## config.mk

```make
export PLATFORM = sky130hd
export DESIGN_NAME = ioctl_upload_port_flat
export DESIGN_NICKNAME = d
export VERILOG_FILES = /design/src/rtl/ioctl_upload_port_if.sv /design/src/rtl/ioctl_upload_port.sv /design/src/flat_wrapper.sv
export SDC_FILE = /design/constraint.sdc
export NUM_CORES = 1
export LEC_CHECK = 0
export CAP_MARGIN = 20
export CORE_AREA = 2 2 76 78
export DETAILED_ROUTE_END_ITERATION = 6
export DIE_AREA = 0 0 78 80
export PLACE_DENSITY = 0.84
export SYNTH_ARGS = -nofsm -noshare
export SYNTH_HDL_FRONTEND = slang
export SYNTH_SLANG_ARGS = --single-unit
```

## constraint.sdc

```tcl
create_clock -name clk_sys -period 3.8 [get_ports clk_sys]
set_clock_uncertainty 0.1 [all_clocks]
set_input_delay 0.38 -clock clk_sys [delete_from_list [all_inputs] [get_ports clk_sys]]
set_output_delay 0.38 -clock clk_sys [all_outputs]
set_load 0.05 [all_outputs]
```

## src/rtl/ioctl_upload_port_if.sv

```systemverilog
// HPS ioctl upload channel as seen by a readback responder.
// master = HPS side, slave = responder.
interface ioctl_upload_port_if;
  logic        ioctl_upload;
  logic [26:0] ioctl_addr;
  logic        ioctl_rd;
  logic [7:0]  ioctl_din;
  logic        ioctl_wait;

  modport master (
    output ioctl_upload, ioctl_addr, ioctl_rd,
    input  ioctl_din, ioctl_wait
  );

  modport slave (
    input  ioctl_upload, ioctl_addr, ioctl_rd,
    output ioctl_din, ioctl_wait
  );
endinterface

```

## src/rtl/ioctl_upload_port.sv

```systemverilog
// Readback responder for the HPS ioctl upload channel: takes the RAM from the
// CPU via hold_req/hold_ack and serves ioctl_rd byte requests with ioctl_wait stalls.
module ioctl_upload_port #(
  parameter int unsigned AW   = 11,
  parameter logic [26:0] BASE = 27'h0,
  parameter int unsigned SIZE = 2048,
  parameter int unsigned LAT  = 1
) (
  input  logic                clk_sys,
  input  logic                reset_n,
  ioctl_upload_port_if.slave  io,
  output logic                hold_req,
  input  logic                hold_ack,
  output logic [AW-1:0]       mem_addr,
  output logic                mem_rd,
  input  logic [7:0]          mem_q,
  output logic                busy
);

  typedef enum logic [2:0] {
    S_IDLE,
    S_HOLD,
    S_READY,
    S_FETCH,
    S_RELEASE
  } state_t;

  localparam logic [1:0] LAT_C = 2'(LAT);

  state_t        state_q, state_d;
  logic          upload_q, upload_d;
  logic          pend_q, pend_d;
  logic [26:0]   req_addr_q, req_addr_d;
  logic [1:0]    cnt_q, cnt_d;
  logic [7:0]    din_q, din_d;
  logic          wait_q, wait_d;
  logic          hold_q, hold_d;
  logic [AW-1:0] maddr_q, maddr_d;
  logic          mrd_q, mrd_d;
  logic          busy_q, busy_d;

  // A pending (early or abandoned) request takes precedence over the live bus address.
  logic [26:0] req_a;
  logic [26:0] req_off;
  logic        req_in;

  always_comb begin
    req_a   = pend_q ? req_addr_q : io.ioctl_addr;
    req_off = req_a - BASE;
    req_in  = (req_a >= BASE) && ({5'd0, req_off} < SIZE);
  end

  always_comb begin
    state_d    = state_q;
    upload_d   = io.ioctl_upload;
    pend_d     = pend_q;
    req_addr_d = req_addr_q;
    cnt_d      = cnt_q;
    din_d      = din_q;
    wait_d     = wait_q;
    hold_d     = hold_q;
    maddr_d    = maddr_q;
    mrd_d      = mrd_q;

    case (state_q)
      S_IDLE: begin
        if (io.ioctl_upload && !upload_q) begin
          state_d = S_HOLD;
          hold_d  = 1'b1;
          wait_d  = 1'b1;
        end
      end

      S_HOLD: begin
        if (!io.ioctl_upload) begin
          state_d = S_IDLE;
          hold_d  = 1'b0;
          wait_d  = 1'b0;
          pend_d  = 1'b0;
        end else begin
          if (io.ioctl_rd && !pend_q) begin
            pend_d     = 1'b1;
            req_addr_d = io.ioctl_addr;
          end
          if (hold_ack) begin
            state_d = S_READY;
            wait_d  = pend_d;
          end
        end
      end

      S_READY: begin
        if (!io.ioctl_upload) begin
          state_d = S_RELEASE;
          hold_d  = 1'b0;
          wait_d  = 1'b0;
          pend_d  = 1'b0;
        end else if (!hold_ack) begin
          state_d = S_HOLD;
          wait_d  = 1'b1;
          if (io.ioctl_rd && !pend_q) begin
            pend_d     = 1'b1;
            req_addr_d = io.ioctl_addr;
          end
        end else if (pend_q || io.ioctl_rd) begin
          pend_d = 1'b0;
          if (req_in) begin
            state_d    = S_FETCH;
            req_addr_d = req_a;
            maddr_d    = req_off[AW-1:0];
            mrd_d      = 1'b1;
            wait_d     = 1'b1;
            cnt_d      = LAT_C;
          end else begin
            din_d  = 8'hFF;
            wait_d = 1'b0;
          end
        end
      end

      S_FETCH: begin
        // Losing the RAM abandons the fetch; req_addr_q is kept for the replay.
        if (!hold_ack) begin
          state_d = S_HOLD;
          mrd_d   = 1'b0;
          wait_d  = 1'b1;
          pend_d  = 1'b1;
        end else if (cnt_q == 2'd0) begin
          din_d  = mem_q;
          mrd_d  = 1'b0;
          wait_d = 1'b0;
          if (io.ioctl_upload) begin
            state_d = S_READY;
          end else begin
            state_d = S_RELEASE;
            hold_d  = 1'b0;
          end
        end else begin
          cnt_d = cnt_q - 2'd1;
        end
      end

      S_RELEASE: begin
        state_d = S_IDLE;
        hold_d  = 1'b0;
        wait_d  = 1'b0;
      end

      default: begin
        state_d = S_IDLE;
        hold_d  = 1'b0;
        wait_d  = 1'b0;
        mrd_d   = 1'b0;
        pend_d  = 1'b0;
      end
    endcase

    busy_d = (state_d != S_IDLE);
  end

  always_ff @(posedge clk_sys or negedge reset_n) begin
    if (!reset_n) begin
      state_q    <= S_IDLE;
      upload_q   <= 1'b0;
      pend_q     <= 1'b0;
      req_addr_q <= '0;
      cnt_q      <= '0;
      din_q      <= 8'h00;
      wait_q     <= 1'b0;
      hold_q     <= 1'b0;
      maddr_q    <= '0;
      mrd_q      <= 1'b0;
      busy_q     <= 1'b0;
    end else begin
      state_q    <= state_d;
      upload_q   <= upload_d;
      pend_q     <= pend_d;
      req_addr_q <= req_addr_d;
      cnt_q      <= cnt_d;
      din_q      <= din_d;
      wait_q     <= wait_d;
      hold_q     <= hold_d;
      maddr_q    <= maddr_d;
      mrd_q      <= mrd_d;
      busy_q     <= busy_d;
    end
  end

  assign io.ioctl_din  = din_q;
  assign io.ioctl_wait = wait_q;
  assign hold_req      = hold_q;
  assign mem_addr      = maddr_q;
  assign mem_rd        = mrd_q;
  assign busy          = busy_q;

endmodule

```

## src/flat_wrapper.sv

```systemverilog
// flat-port wrapper written by rule: the top's interface ports become plain ports
module ioctl_upload_port_flat 
#(
  parameter int unsigned AW   = 11,
  parameter logic [26:0] BASE = 27'h0,
  parameter int unsigned SIZE = 2048,
  parameter int unsigned LAT  = 1
)
  (clk_sys, reset_n, hold_req, hold_ack, mem_addr, mem_rd, mem_q, busy, io_ioctl_upload, io_ioctl_addr, io_ioctl_rd, io_ioctl_din, io_ioctl_wait);
  ioctl_upload_port_if io_i ();
  input  logic clk_sys;
  input  logic reset_n;
  output logic hold_req;
  input  logic hold_ack;
  output logic [AW-1:0] mem_addr;
  output logic mem_rd;
  input  logic [7:0] mem_q;
  output logic busy;
  input wire logic [$bits(io_i.ioctl_upload)-1:0] io_ioctl_upload;
  input wire logic [$bits(io_i.ioctl_addr)-1:0] io_ioctl_addr;
  input wire logic [$bits(io_i.ioctl_rd)-1:0] io_ioctl_rd;
  output wire logic [$bits(io_i.ioctl_din)-1:0] io_ioctl_din;
  output wire logic [$bits(io_i.ioctl_wait)-1:0] io_ioctl_wait;
  assign io_i.ioctl_upload = io_ioctl_upload;
  assign io_i.ioctl_addr = io_ioctl_addr;
  assign io_i.ioctl_rd = io_ioctl_rd;
  assign io_ioctl_din = io_i.ioctl_din;
  assign io_ioctl_wait = io_i.ioctl_wait;
  ioctl_upload_port #(.AW(AW), .BASE(BASE), .SIZE(SIZE), .LAT(LAT)) u_core (.clk_sys(clk_sys), .reset_n(reset_n), .io(io_i), .hold_req(hold_req), .hold_ack(hold_ack), .mem_addr(mem_addr), .mem_rd(mem_rd), .mem_q(mem_q), .busy(busy));
endmodule
```

==> impl_metrics.yaml <==
outcome:
  status: "completed"
critical_path:
  crit_chain: "nor4b_1 > nand4_1 > nor4_2 > o2111a_2 > mux2_1"
  data_required_critical_path_ns: 3.90
  worstSetupPathType: "reg2reg"
  crit_family: "simple AND/OR/NAND/NOR gates"
  timing.critical_path.to_type: "register"
  critical_path_peak_fanout: 17
  worst_setup_path_start_kind: "register"
  worstPathBufferInverterCount: 0
  timing.critical_path.slowest_cell_delay_ns: 0.79
  worst_path_cell_with_the_longest_stage_delay: "sky130_fd_sc_hd__dfrtp_1"
  worstPathArrival_ns: 2.84
synthesis:
  cells_after_synthesis: 243
  synth_area_leader_cell: "sky130_fd_sc_hd__dfrtp_1"
  synth-seq-cells: 57
  ys.warnings.count: 0
  synthesis.area_sq_um: 2810
  syn_nets: 284
  yosys_top_cell_area_share: 0.508
  yosys.cell_types.count: 44
  synth_area_leaders: "sky130_fd_sc_hd__dfrtp_1 (51%), sky130_fd_sc_hd__mux2_1 (15%), sky130_fd_sc_hd__mux2_2 (4.4%)"
  sequential_fraction_of_the_synthesis_area: 0.508
  post_synth.cell_area_avg_sq_um: 11.5
clocking:
  tritoncts: "done"
  clock_tree.buffer_depth: 2
  cts_setup_buffers: 0
  path_clk_slew_ns: 0.07
  cts.sinks: 57
  clk_latency_ns: 0.33
  cts-buffers-inserted: 9
  hold_fix_buffers_at_cts: 0
  post_cts.resized_instances: 0
  clock_tree.htree_level_count: 3
  root_buffer: "sky130_fd_sc_hd__clkbuf_8"
timing:
  hold_viol_final: 0
  tightest_slew_ns: 0.967
  setup_repair_after_global_routing_missed_its_margin: "no"
  timing.final.crit_share: 0.720
  final.hold.worst_slack_ns: 0.0846
  timing_max_transition_violations_final: 0
  setup_violations: 0
  max-slew-margin-rel: 0.355
  total_neg_setup_slack_ns: 0
  fmax_mhz: 365
  layout_min_cycle_time_ns: 2.74
routing:
  drt_wl_total_mm: 5.92
  detail_route.wl_per_cell_um: 15.6
  dr.first_iter.drc_count: 248
  via_total_after_detailed_routing: 2106
  remaining_number_of_nets_flagged_by_the_antenna_check_after_routing: 0
  first_pass_iters: 5
  route.detailed.drc: 0
  drt-vias-per-instance: 5.56
floorplan:
  num_io_pins: 63
  design.die.area_sq_um: 6240
  core_footprint_sq_um: 5410
  fp_rows: 27
  starting_density: 0.519
  die_x_um: 78
  die-height_um: 80
power:
  power.density_nw_per_um2: 580
  report.power.total_w: 0.00213
  max-vdd-ir-drop_uv: 336
  cellLeakagePower_nw: 1.52
layout:
  mostFrequentLayoutCell: "sky130_fd_sc_hd__clkdlybuf4s50_1"
  synthToLayoutAreaGrowth_pct: 30.9
  final_cell_mix: "sky130_fd_sc_hd__clkdlybuf4s50_1 (61), sky130_fd_sc_hd__dfrtp_1 (57), sky130_fd_sc_hd__mux2_1 (38)"
  net_count_of_the_finished_layout: 344
  drive_gt1_frac: 0.111
  n_antenna_cell: 0
  fillerInstances: 398
grt:
  final_global_route_overflow_total: 0
  wire_length_of_the_first_global_routing_pass_mm: 10.2
  pin_count_of_the_biggest_net_entering_global_routing: 58
  global_route.usage.total: 0.209
  grt_antenna_before_repair: 0
  number_of_global_route_vias_before_repair: 2217
run:
  max_cap_viol_count: 0
worst_hold_path:
  hold_class: "in2async"
placed_design:
  port_buffers: 62
  gp_routability_congestion: 0.838
  dp_hpwl_mm: 4.13
==> worst register-to-register path: stages (launching register included) <==
cell and delay, ns:
sky130_fd_sc_hd__dfrtp_1 0.79, sky130_fd_sc_hd__nor4b_1 0.35, sky130_fd_sc_hd__nand4_1 0.17, sky130_fd_sc_hd__nor4_2 0.36, sky130_fd_sc_hd__o2111a_2 0.47, sky130_fd_sc_hd__mux2_1 0.37
==> layer usage <==
metal	wire (um)	vias to the layer above	GRT usage
li1	-	1020	-
met1	2620	1033	0.258
met2	3040	49	0.359
met3	239	4	0.0543
met4	23	0	0.0667
met5	0	-	0
==> worst paths after layout <==
| path | to | start | cells after the start | slack (ns) |
|---|---|---|---|---|
| setup / recovery | u_core.mem_addr[10]$_DFFE_PN0P_ | u_core.pend_q$_DFFE_PN0P_ | 5 | 1.06 |
| hold / removal | u_core.req_addr_q[9]$_DFFE_PN0P_ | reset_n | 2 | 0.08 |
| setup reg to reg | u_core.mem_addr[10]$_DFFE_PN0P_ | u_core.pend_q$_DFFE_PN0P_ | 5 | 1.06 |
| hold reg to reg | u_core.mem_addr[0]$_DFFE_PN0P_ | u_core.mem_addr[0]$_DFFE_PN0P_ | 1 | 0.38 |
| max in group asynchronous | u_core.io.ioctl_din[6]$_DFFE_PN0P_ | reset_n | 2 | 3.05 |
| min in group clk_sys | u_core.mem_addr[0]$_DFFE_PN0P_ | u_core.mem_addr[0]$_DFFE_PN0P_ | 1 | 0.38 |
==> where the power goes <==
| part | internal [W] | switching [W] | leakage [nW] | total (W) |
|---|---|---|---|---|
| sequential | 0.000784 | 0.000147 | 0.725 | 0.000931 |
| combinational | 0.000269 | 0.000244 | 0.670 | 0.000513 |
| clock | 0.000450 | 0.000237 | 0.122 | 0.000687 |
==> layout make-up <==
cell class	instances	area, sq um	share of cell area
clock buffer	10	138	0.0375
clock inverter	5	104	0.0283
inverter	6	22.5	0.00613
multi-input combinational	165	1260	0.343
sequential	57	1430	0.388
tap	72	90.1	0.0245
timing repair buffer	64	631	0.172
==> through the flow <==
step                      instance area (sq um)  worst slack, ns  std cells  utilization
after global routing                       3670            0.875        379        0.679
after global placement                     3430             1.06        364        0.635
final                                      3670             1.06        379        0.679
after detailed placement                   3430             1.03        364        0.635
after floorplan                            2810             1.66        243            -
after CTS                                  3670             1.05        379        0.679
==> sequential cells by signal, summed over array words and instances, names as in the netlist <==
register	count
u_core.req_addr_q	27
u_core.mem_addr	11
u_core.io.ioctl_din	8
u_core.state_q	3
u_core.cnt_q	2
u_core.busy	1
u_core.hold_req	1
u_core.io.ioctl_wait	1
u_core.mem_rd	1
u_core.pend_q	1
u_core.upload_q	1
==> cell usage after synthesis <==
master and number:
sky130_fd_sc_hd__o2111a_2 1, sky130_fd_sc_hd__nand2_1 5, sky130_fd_sc_hd__dfrtp_1 57, sky130_fd_sc_hd__a21oi_1 10, sky130_fd_sc_hd__inv_1 4, sky130_fd_sc_hd__nand4b_1 1, sky130_fd_sc_hd__a31oi_1 1, sky130_fd_sc_hd__inv_2 1
sky130_fd_sc_hd__a22o_1 1, sky130_fd_sc_hd__xnor2_1 1, sky130_fd_sc_hd__nor4b_1 2, sky130_fd_sc_hd__or3_1 9, sky130_fd_sc_hd__nor4_1 5, sky130_fd_sc_hd__buf_8 2, sky130_fd_sc_hd__or2_1 1, sky130_fd_sc_hd__nor2_1 25
sky130_fd_sc_hd__o31a_1 1, sky130_fd_sc_hd__clkbuf_1 10, sky130_fd_sc_hd__nor3_1 2, sky130_fd_sc_hd__o21ai_1 1, sky130_fd_sc_hd__nor4_2 1, sky130_fd_sc_hd__nand3b_1 1, sky130_fd_sc_hd__o22ai_1 2, sky130_fd_sc_hd__clkinv_1 1
sky130_fd_sc_hd__mux2_1 38, sky130_fd_sc_hd__o221a_1 1, sky130_fd_sc_hd__buf_6 2, sky130_fd_sc_hd__o32ai_1 1, sky130_fd_sc_hd__nand4_1 3, sky130_fd_sc_hd__a221oi_1 9, sky130_fd_sc_hd__o31ai_1 1, sky130_fd_sc_hd__mux2_2 11
sky130_fd_sc_hd__or3b_2 1, sky130_fd_sc_hd__o21a_1 2, sky130_fd_sc_hd__and3_1 2, sky130_fd_sc_hd__a21o_1 1, sky130_fd_sc_hd__a221o_1 1, sky130_fd_sc_hd__o21ai_0 16, sky130_fd_sc_hd__ha_1 1, sky130_fd_sc_hd__nor2b_1 3
sky130_fd_sc_hd__a211oi_1 1, sky130_fd_sc_hd__o21bai_1 2, sky130_fd_sc_hd__buf_2 1, sky130_fd_sc_hd__nor4_4 1
==> logic make-up after synthesis <==
group / count (synthesis) / share of synthesized area
xor gates and xnor gates: 1 / 0.00312
muxes: 49 / 0.197
AOI/OAI and AO/OA: 52 / 0.123
buffers and inverters: 21 / 0.0419
DFF: 57 / 0.508
adders and majority gates: 1 / 0.00446
and+or+nand+nor: 62 / 0.122
Power figures use the tool's default switching activity.
